## config.mk

```make
export PLATFORM = sky130hd
export DESIGN_NAME = npu_cube_acc_resolve
export DESIGN_NICKNAME = d
export VERILOG_FILES = /design/src/rtl/npu_cube_pkg.sv /design/src/rtl/npu_cube_cs_resolve.sv /design/src/rtl/npu_cube_acc_resolve.sv
export SDC_FILE = /design/constraint.sdc
export NUM_CORES = 1
export LEC_CHECK = 0
export BUFFER_PORTS_ARGS = -buffer_cell sky130_fd_sc_hd__buf_2
export CAP_MARGIN = 0
export CORE_MARGIN = 2
export CORE_UTILIZATION = 59
export CTS_CLUSTER_DIAMETER = 60
export DETAILED_ROUTE_END_ITERATION = 8
export PLACE_DENSITY = 0.81
export SLEW_MARGIN = 20
export SYNTH_ARGS = -nofsm -noshare
export SYNTH_HDL_FRONTEND = slang
export SYNTH_HIERARCHICAL = 1
export SYNTH_SLANG_ARGS = --single-unit
export TNS_END_PERCENT = 30
```

## constraint.sdc

```tcl
create_clock -name clk -period 4.4 [get_ports clk]
set_clock_uncertainty 0.15 [all_clocks]
set_input_delay 0.88 -clock clk [delete_from_list [all_inputs] [get_ports clk]]
set_output_delay 0.88 -clock clk [all_outputs]
set_load 0.02 [all_outputs]
```

## src/rtl/npu_cube_pkg.sv

```systemverilog
// Shared definitions for the CUBE accumulate/resolve slice: default widths,
// accumulator FSM states and the per-beat flag bundle carried down the pipe.
package npu_cube_pkg;

    localparam int DWIN_DEF  = 19;
    localparam int DWRES_DEF = 21;
    localparam int DWACC_DEF = 32;

    typedef enum logic [0:0] {
        IDLE = 1'b0,
        ACC  = 1'b1
    } acc_state_e;

    typedef struct packed {
        logic valid;
        logic first;
        logic last;
    } beat_flags_t;

endpackage

```

## src/rtl/npu_cube_cs_resolve.sv

```systemverilog
// Stage 1: registered carry-save to binary resolve. The carry vector has
// weight 2, so it is shifted left by one before the carry-propagate add.
module npu_cube_cs_resolve
    import npu_cube_pkg::*;
#(
    parameter int DWIN  = DWIN_DEF,
    parameter int DWRES = DWRES_DEF
) (
    input  logic              clk,
    input  logic              rst_n,
    input  logic              adv,
    input  beat_flags_t       in_flags,
    input  logic [DWIN-1:0]   in_carry,
    input  logic [DWIN-1:0]   in_sum,
    output beat_flags_t       out_flags,
    output logic [DWRES-1:0]  out_res
);

    beat_flags_t      flags_q, flags_d;
    logic [DWRES-1:0] res_q, res_d;

    // Next-state for the stage register: shift on adv, hold during stall.
    always_comb begin
        flags_d = flags_q;
        res_d   = res_q;
        if (adv) begin
            flags_d = in_flags;
            if (in_flags.valid) begin
                res_d = DWRES'(in_sum) + DWRES'({in_carry, 1'b0});
            end else begin
                res_d = res_q;
            end
        end else begin
            flags_d = flags_q;
            res_d   = res_q;
        end
    end

    // Stage register.
    always_ff @(posedge clk or negedge rst_n) begin
        if (!rst_n) begin
            flags_q <= '{valid: 1'b0, first: 1'b0, last: 1'b0};
            res_q   <= '0;
        end else begin
            flags_q <= flags_d;
            res_q   <= res_d;
        end
    end

    assign out_flags = flags_q;
    assign out_res   = res_q;

endmodule

```

## src/rtl/npu_cube_acc_resolve.sv

```systemverilog
// Resolves the final adder-tree carry-save pair, accumulates it across the
// beats of a K-group and hands one result per group to writeback.
module npu_cube_acc_resolve
    import npu_cube_pkg::*;
#(
    parameter int DWIN  = DWIN_DEF,
    parameter int DWRES = DWRES_DEF,
    parameter int DWACC = DWACC_DEF
) (
    input  logic             clk,
    input  logic             rst_n,
    input  logic             in_valid,
    output logic             in_ready,
    input  logic             in_first,
    input  logic             in_last,
    input  logic [DWIN-1:0]  in_carry,
    input  logic [DWIN-1:0]  in_sum,
    output logic             out_valid,
    input  logic             out_ready,
    output logic [DWACC-1:0] out_data,
    output logic             out_ovf,
    output logic             out_err,
    output logic             busy
);

    acc_state_e       state_q, state_d;
    beat_flags_t      in_flags_s, s1_flags_s;
    logic [DWRES-1:0] s1_res_s;
    logic             adv_s;
    logic             rdy_en_q, rdy_en_d;
    logic             s2_valid_q, s2_valid_d;
    logic [DWACC-1:0] acc_q, acc_d;
    logic             ovf_q, ovf_d;
    logic             err_q, err_d;
    logic             out_valid_q, out_valid_d;
    logic [DWACC-1:0] out_data_q, out_data_d;
    logic             out_ovf_q, out_ovf_d;
    logic             out_err_q, out_err_d;
    logic             beat_s, start_s, err_set_s;
    logic [DWACC-1:0] base_s;
    logic [DWACC:0]   sum_s;
    logic             ovf_new_s, err_new_s;

    // Global stall: the whole pipe moves only when the output slot can take a result.
    assign adv_s      = ~out_valid_q | out_ready;
    assign in_ready   = rdy_en_q & adv_s;
    assign in_flags_s = '{valid: in_valid & in_ready, first: in_first, last: in_last};
    assign rdy_en_d   = 1'b1;

    npu_cube_cs_resolve #(
        .DWIN  (DWIN),
        .DWRES (DWRES)
    ) u_resolve (
        .clk       (clk),
        .rst_n     (rst_n),
        .adv       (adv_s),
        .in_flags  (in_flags_s),
        .in_carry  (in_carry),
        .in_sum    (in_sum),
        .out_flags (s1_flags_s),
        .out_res   (s1_res_s)
    );

    // Stage-2 beat decode: a group restarts on IDLE or on a fresh first.
    always_comb begin
        beat_s  = adv_s & s1_flags_s.valid;
        start_s = (state_q == IDLE) | s1_flags_s.first;
        if (state_q == IDLE) begin
            err_set_s = ~s1_flags_s.first;
        end else begin
            err_set_s = s1_flags_s.first;
        end
        if (start_s) begin
            base_s = '0;
        end else begin
            base_s = acc_q;
        end
        sum_s     = {1'b0, base_s} + (DWACC+1)'(s1_res_s);
        ovf_new_s = (start_s ? 1'b0 : ovf_q) | sum_s[DWACC];
        err_new_s = (start_s ? 1'b0 : err_q) | err_set_s;
    end

    // FSM state register.
    always_ff @(posedge clk or negedge rst_n) begin
        if (!rst_n) begin
            state_q <= IDLE;
        end else begin
            state_q <= state_d;
        end
    end

    // FSM next state: any consumed beat opens a group, a last beat closes it.
    always_comb begin
        state_d = state_q;
        case (state_q)
            IDLE, ACC: begin
                if (beat_s) begin
                    state_d = s1_flags_s.last ? IDLE : ACC;
                end else begin
                    state_d = state_q;
                end
            end
            default: state_d = IDLE;
        endcase
    end

    // FSM outputs: accumulator, sticky flags and the result slot.
    always_comb begin
        s2_valid_d  = s2_valid_q;
        acc_d       = acc_q;
        ovf_d       = ovf_q;
        err_d       = err_q;
        out_valid_d = out_valid_q;
        out_data_d  = out_data_q;
        out_ovf_d   = out_ovf_q;
        out_err_d   = out_err_q;
        if (adv_s) begin
            s2_valid_d = s1_flags_s.valid;
        end else begin
            s2_valid_d = s2_valid_q;
        end
        if (beat_s) begin
            acc_d = sum_s[DWACC-1:0];
            ovf_d = ovf_new_s;
            err_d = err_new_s;
        end else begin
            acc_d = acc_q;
        end
        // A new result may replace one being taken this same cycle.
        if (beat_s && s1_flags_s.last) begin
            out_valid_d = 1'b1;
            out_data_d  = sum_s[DWACC-1:0];
            out_ovf_d   = ovf_new_s;
            out_err_d   = err_new_s;
        end else if (out_ready) begin
            out_valid_d = 1'b0;
        end else begin
            out_valid_d = out_valid_q;
        end
    end

    // Datapath and output registers.
    always_ff @(posedge clk or negedge rst_n) begin
        if (!rst_n) begin
            rdy_en_q    <= 1'b0;
            s2_valid_q  <= 1'b0;
            acc_q       <= '0;
            ovf_q       <= 1'b0;
            err_q       <= 1'b0;
            out_valid_q <= 1'b0;
            out_data_q  <= '0;
            out_ovf_q   <= 1'b0;
            out_err_q   <= 1'b0;
        end else begin
            rdy_en_q    <= rdy_en_d;
            s2_valid_q  <= s2_valid_d;
            acc_q       <= acc_d;
            ovf_q       <= ovf_d;
            err_q       <= err_d;
            out_valid_q <= out_valid_d;
            out_data_q  <= out_data_d;
            out_ovf_q   <= out_ovf_d;
            out_err_q   <= out_err_d;
        end
    end

    assign out_valid = out_valid_q;
    assign out_data  = out_data_q;
    assign out_ovf   = out_ovf_q;
    assign out_err   = out_err_q;
    assign busy      = (state_q == ACC) | s1_flags_s.valid | s2_valid_q;

endmodule

```

**Word-level counts from Yosys, hierarchy flattened**

Index checks and enable logic that the tools add are counted.
W data, S select, Z words.

- Register bits: 96
- Bits of input ports: 44
- Output and inout port bits: 37
- Word-level logic and storage cells: 38

- Add/subtract/negate cells: 2
- Muxes and demuxes: 7
- Bitwise logic cells: 12
- Reductions and logical operators: 3

Operator list:

| kind | count |
|---|---|
| $add A32 B21 Y33 | 1 |
| $mux W32 | 1 |
| $add A19 B20 Y21 | 1 |
| $mux W1 | 6 |
| $or A1 B1 Y1 | 6 |
| $and A1 B1 Y1 | 3 |
| $not A1 Y1 | 3 |
| $reduce_and A2 Y1 | 1 |
| $reduce_bool A2 Y1 | 1 |
| $logic_and A1 B1 Y1 | 1 |

**Logic depth before layout (Yosys ltp)**

Gate-level depths: netlist of run 1.

- Word-level depth: 5
- Depth in mapped cells: 15

**By module**

Netlist of run 1, hierarchy kept.

By module, submodules not included:

| module | times used | cells each | area each (um^2) | sequential area each (um^2) |
|---|---|---|---|---|
| npu_cube_acc_resolve | 1 | 508 | 4,365.4 | 1,801.7 |
| npu_cube_cs_resolve | 1 | 210 | 1,819.2 | 600.6 |

**Worst setup path before layout of run 1**

No wires, ideal clock.

- Kind: register -> register
- Start: register u_resolve.flags_q, in the netlist u_resolve/out_flags[1]
- End: register acc_q[31]
- Library setup time: 0.121 ns
- Arrival: 3.183 ns
- Setup slack: 0.946 ns
- Stages on the path, launching flop included: 15
- Period minus slack after synthesis: 3.454 ns
- Path through: dfrtp_1 inv_1 ha_1 clkbuf_1 clkbuf_1 clkbuf_1 and2_1 ha_1 a211oi_1 o21a_1 o31a_1 o211a_4 nor4b_4 o21ai_1 a22o_1

- Longest elaborated chain between the ends: 3

RTL lines:

| what | line | RTL |
|---|---|---|
| start, declared | npu_cube_cs_resolve.sv:19 | `beat_flags_t flags_q, flags_d;` |
| start signal, assigned | npu_cube_cs_resolve.sv:42 | `flags_q <= '{valid: 1'b0, first: 1'b0, last: 1'b0};` |
| start signal, assigned | npu_cube_cs_resolve.sv:45 | `flags_q <= flags_d;` |
| $or A1 B1 Y1 | npu_cube_acc_resolve.sv:67 | `start_s = (state_q == IDLE) \| s1_flags_s.first;` |
| $mux W32 | npu_cube_acc_resolve.sv:73 | `if (start_s) begin` |
| $add A32 B21 Y33 | npu_cube_acc_resolve.sv:78 | `sum_s = {1'b0, base_s} + (DWACC+1)'(s1_res_s);` |
| end signal, assigned | npu_cube_acc_resolve.sv:147 | `acc_q <= '0;` |
| end signal, assigned | npu_cube_acc_resolve.sv:157 | `acc_q <= acc_d;` |
| end, declared | npu_cube_acc_resolve.sv:32 | `logic [DWACC-1:0] acc_q, acc_d;` |

Every way passes these cells.
A chain may end at the register's enable or synchronous reset.

**Final worst setup path of run 1**

- Start: register u_resolve.flags_q, in the netlist u_resolve/out_flags[1]
- End: register out_data_q[30], in the netlist out_data[30]

- Longest elaborated chain between the ends: 3

RTL lines:

| what | line | RTL |
|---|---|---|
| $or A1 B1 Y1 | npu_cube_acc_resolve.sv:67 |  |
| $mux W32 | npu_cube_acc_resolve.sv:73 |  |
| $add A32 B21 Y33 | npu_cube_acc_resolve.sv:78 |  |
| end signal, assigned | npu_cube_acc_resolve.sv:161 | `out_data_q <= out_data_d;` |
| end, declared | npu_cube_acc_resolve.sv:36 | `logic [DWACC-1:0] out_data_q, out_data_d;` |

Every way passes these cells.

==> results of run 1 <==
## power by group through the flow
stage / logic, mW / clock network, mW / registers, mW
6_report: 1.32 / 0.536 / 1.38
2_1_floorplan: 0.789 / 0 / 1.49
3_3_place_gp: 1.27 / 0 / 1.38
4_1_cts: 1.31 / 0.547 / 1.38
3_5_place_dp: 1.31 / 0 / 1.39
5_1_grt: 1.46 / 0.584 / 1.42
## layout make-up
class | instances | area share, %
clock inverters | 6 | 0.619
flip-flops and latches | 96 | 35.0
repair buffers | 88 | 6.80
inverters | 6 | 0.328
multi-input cells | 583 | 52.8
well taps | 136 | 2.48
clock buffers | 10 | 2.00
## synthesized netlist by cell type, types with 3 or more instances
cell type,instances,area (sq um)
nand2_1,165,619
dfrtp_1,96,2400
a21oi_1,49,245
o21ai_0,44,220
ha_1,40,500
nor2_1,37,139
and2_1,29,181
clkbuf_1,24,90.1
xor2_1,18,158
a21o_1,17,128
nand3_1,17,85.1
xnor2_1,16,140
nand4_1,15,93.8
mux2_2,14,158
a31oi_1,11,68.8
and3_1,10,62.6
o211ai_1,10,75.1
buf_2,7,35.0
o21ai_1,7,35.0
inv_1,6,22.5
a211oi_1,5,37.5
nor3_1,5,25.0
o21bai_1,5,37.5
o31ai_1,5,37.5
or3_1,5,31.3
a21boi_0,4,30.0
nand4b_1,4,35.0
o21a_1,4,30.0
o311ai_0,4,35.0
or2_2,4,25.0
nor2b_1,3,18.8
or4_1,3,22.5
## stage by stage
step	std cells	worst slack [ns]
after floorplan	718	0.946
after global placement	909	0.932
after detailed placement	909	0.790
after CTS	925	0.772
after global routing	925	0.384
final	925	0.736
## path summary, 6_finish.rpt
check	start	slack [ns]	depth (start not counted)	endpoint
worst min register to register	out_data[3]	0.33	2	out_data[3]
worst max register to register	u_resolve/out_flags[1]	0.74	12	out_data[30]
min in group asynchronous	rst_n	0.38	1	out_data[1]
worst min-delay path	out_data[3]	0.33	2	out_data[3]
worst max-delay path	u_resolve/out_flags[1]	0.74	12	out_data[30]
max in group asynchronous	rst_n	3.00	2	acc_q[25]
## registers in the layout, summed over array words and instances (netlist names)
| signal | flops |
|---|---|
| err_q | 1 |
| u_resolve/out_flags | 3 |
| out_data | 32 |
| out_err | 1 |
| s2_valid_q | 1 |
| acc_q | 32 |
| ovf_q | 1 |
| state_q | 1 |
| u_resolve/out_res | 21 |
| out_ovf | 1 |
| out_valid | 1 |
| rdy_en_q | 1 |
## kinds of logic (layout without fill, tap and decap cells)
kind of cell    after synthesis  after routing  synth area share [%]
simple gates                304            304                  22.8
compound gates              186            186                  19.3
flops                        96             96                  38.8
fa+ha+maj                    42             42                  8.74
buf+inv                      39            110                  2.53
xor+xnor                     34             34                  4.81
mux                          16             16                  2.87
other cells                   1              1                0.0606
## layer usage
| layer | vias up | routed length (um) |
|---|---|---|
| met3 | 23 | 856 |
| li1 | 2684 | - |
| met2 | 194 | 7150 |
| met1 | 2592 | 6700 |
| met4 | 0 | 250 |
| met5 | - | 0 |
## critical path: stages (launching register included)
cell and delay, ns:
dfrtp_1 0.38, inv_1 0.05, ha_1 0.66, and2_1 0.23, ha_1 0.20, fa_1 0.22
a21oi_1 0.09, nand4b_1 0.27, a21boi_0 0.30, o211ai_1 0.21, a21oi_1 0.43, a21o_1 0.22
a31oi_1 0.09
==> results.cfg, run 1 <==
[outcome]
status = finished, final reports clean

[power_and_ir_drop]
power.density_nw_per_um2 = 471
p_leak_nw = 3.33
power_mw = 3.24
clock_power_share_pct = 16.6
p_seq_share_pct = 42.7
intPower_mw = 1.91
p_sw_share_pct = 41.1
p_sw_mw = 1.33
pwr-share-comb_pct = 40.7
peakVddDrop_v = 0.000235

[finish]
final_common_cell = nand2_1
seq_area_sq_um = 2400
fillCellCount = 869
final_layout_size_suffix_gt1_share_pct = 16.6
utilization_pct = 67.1
multi_input_area_sq_um = 3630
final_cell_area_sq_um = 6870
syn2layout_area_growth_pct = 11.0
nets = 870
final_cell_mix = nand2_1, dfrtp_1, buf_2
insertedDiodeCount = 0

[timing]
fmax_mhz = 273
maxSlewHeadroom_pct = 42.0
finalMaxSlewViolations = 0
setup_violations = 0
setup_tns_ns = 0
rsz0062_at_grt = no
fin_hold_ws_ns = 0.329
period_minus_slack_ns = 3.66
period_share_pct = 83.3
hold_violations = 0
worstMarginPinSlew_ns = 0.868

[synthesis]
syn-num-nets = 804
syn_area_per_cell_sq_um = 8.61
yosysSeqAreaShare_pct = 38.8
netlist-cell-type-count = 58
synth_area_sq_um = 6180
ys_seq_elements = 96
synth_ff_type = dfrtp_1
synth_cells = 718
yosysWarnings = 6
synth_edf_count = 0
synthArstFlopShare_pct = 100

[drt]
firstDrtPassIters = 5
post-route-drc-count = 0
wirelength_um = 14900
vias = 5493
first_iter_violations = 373
ant_nets = 0
vias_per_cell = 5.94
wl_per_cell_um = 16.2

[worst_setup_path]
cp-start-kind = flip-flop
crit_arrival_ns = 3.74
crit_type = flip-flop to flip-flop
critPathRequiredTime_ns = 4.48
crit_fanout = 25
end_kind = flip-flop

[die]
die_w_um = 106
start_util_pct = 60.5
pin_count = 81
die_h_um = 106
core_sq_um = 10200
rows = 37
die-area_sq_um = 11300

[clock_network]
post-cts-setup-buffer-count = 0
clockBufferDepth = 2
cts_tree = built
clock_latency_ns = 0.38
cts-root-buf = clkbuf_8
path_clk_slew_ns = 0.10
cts_made_buffers = 9
cts-hold-fix-buffers = 0
cts.sinks = 96
cts-htree-levels = 3
cts_resized = 0

[grt]
first_global_vias = 5341
grt_pass1_wl_um = 25000
grt_antenna_before_repair = 0
grtUsageMet3_pct = 4.54
use_met1_pct = 36.8
grtUsageTotal_pct = 27.6
grt.busiest_layer = met2
grt_max_degree = 84
overflow = 0
grtUsageMet2_pct = 45.6

[flow_run]
maxCapViolCount = 0

[placement]
placed_area_sq_um = 6680
dp_hpwl_um = 11300
place.gp.congestion = 0.935
io_buffers = 80

[worst_hold_path]
hold_path_class = flip-flop to flip-flop
Power figures use the tool's default switching activity.
==> inputs of run 2 (changes only) <==
CORE_UTILIZATION = 53   (was 59)
PLACE_DENSITY = 0.77   (was 0.81)
clock period = 3.1 ns   (was 4.4 ns; I/O delays follow)
==> results.cfg, run 2 (synthesis gave the netlist of run 1 again) <==
[drt]
ant_nets = 0
vias = 5612
firstDrtPassIters = 5
vias_per_cell = 5.80
wirelength_um = 16200
post-route-drc-count = 0
wl_per_cell_um = 16.7
first_iter_violations = 407

[power_and_ir_drop]
p_leak_nw = 3.53
power.density_nw_per_um2 = 688
power_mw = 5.16
peakVddDrop_v = 0.000542

[clock_network]
cts_made_buffers = 9
cts-hold-fix-buffers = 0
cts-htree-levels = 3
clockBufferDepth = 2
cts.sinks = 96
cts_tree = built
path_clk_slew_ns = 0.06
clock_latency_ns = 0.34
cts-root-buf = clkbuf_16

[finish]
syn2layout_area_growth_pct = 21.1
final_cell_area_sq_um = 7490
final_cell_mix = nand2_1, dfrtp_1, buf_2
final_common_cell = nand2_1
final_layout_size_suffix_gt1_share_pct = 23.6
insertedDiodeCount = 0
nets = 906
utilization_pct = 65.6

[placement]
io_buffers = 80
place.gp.congestion = 0.939
place_ws_ns = -0.116
dp_hpwl_um = 11900
placed_area_sq_um = 6970

[die]
pin_count = 81
die_w_um = 112
core_sq_um = 11400
die_h_um = 112
die-area_sq_um = 12500
rows = 39
start_util_pct = 54.2

[outcome]
violations = setup timing
status = finished, violations left

[grt]
first_global_vias = 5439
grt_max_degree = 56
grt_antenna_before_repair = 0
grt_pass1_wl_um = 26800
overflow = 0
grtUsageTotal_pct = 26.2

[worst_setup_path]
critPathMostFrequentCell = ha_4
crit_type = flip-flop to flip-flop
crit_chain = inv_1, ha_4, buf_12, and2_1, ha_4, fa_2, a21oi_2, nand4b_1, a21boi_1, o211ai_1, buf_4, a211oi_2, xor2_1, o21ai_0
cp-start-kind = flip-flop
r2r-start = u_resolve/out_flags[1]
crit_fanout = 9
slowest_delay_ns = 0.37
cp_slowest_cell = dfrtp_1
critPathRequiredTime_ns = 3.15
r2r-end = out_data[28]
crit_buf_inv = 3
path_delay_family = compound AO/OA/AOI/OAI gates
reg2reg_slack_ns = -0.06
end_kind = flip-flop
crit_arrival_ns = 3.21
reg2regPathDepth = 14

[timing]
period_share_pct = 102
fmax_mhz = 316
rsz0062_at_grt = yes
maxSlewHeadroom_pct = 52.7
finalMaxSlewViolations = 0
setup_ws_ns = -0.0625
worstMarginPinSlew_ns = 0.709
hold_violations = 0
period_minus_slack_ns = 3.16
setup_violations = 5

[worst_hold_path]
hold_path_class = input pin to asynchronous set/reset pin

[flow_run]
maxCapViolCount = 0
==> run 2: cell count changes in the layout (fill, tap and decap cells not counted), sizes merged <==
cell | before | now
buf | 88 | 124
clkbuf | 10 | 14
clkinv | 2 | 0
inv | 8 | 6
==> run 2: area by class of cell <==
class	instances	area, sq um
Fill cell	963	3930
Multi-Input combinational cell	583	3840
Sequential cell	96	2400
Timing Repair Buffer	124	774
Clock buffer	14	254
Tap cell	143	179
Inverter	6	22.5
Clock inverter	2	15.0
==> run 2: timing repair <==
item	in CTS	in global routing
pin swaps	7	19
gates resized for setup	6	33
endpoints found under the setup margin	13	33
setup buffers	8	5
==> run 2: power by group <==
group | internal (mW) | switching [mW]
clock network | 0.567 | 0.460
logic | 0.902 | 1.25
registers | 1.68 | 0.300
==> run 2: how the worst max path moves through the flow <==
stage,from,cells past startpoint,end
5_1_grt,u_resolve/out_flags[1],14,out_data[28]
3_5_place_dp,state_q,10,out_ovf
3_3_place_gp,state_q,10,out_ovf
6_report,u_resolve/out_flags[1],14,out_data[28]
4_1_cts,state_q,13,acc_q[28]
2_1_floorplan,state_q,14,acc_q[31]
==> run 2: layer usage <==
metal  up-vias  track usage [%]  wire length, um  share of wire [%]
met2       187             41.0             7330                 45
met1      2640             37.6             7570                 47
met5         -                0                0                  0
li1       2752                -                -                  -
met3        33             2.81              834                5.2
met4         0             11.0              461                2.8
==> run 2: per-stage QoR <==
step | hold WS (ns) | cells | setup TNS, ns
floorplan | 0.174 | 718 | -0.000349
global placement | 0.302 | 939 | -0.823
detailed placement | 0.305 | 939 | -0.475
CTS | 0.192 | 963 | -0.114
global route | 0.226 | 968 | -1.66
finish | 0.165 | 968 | -0.201
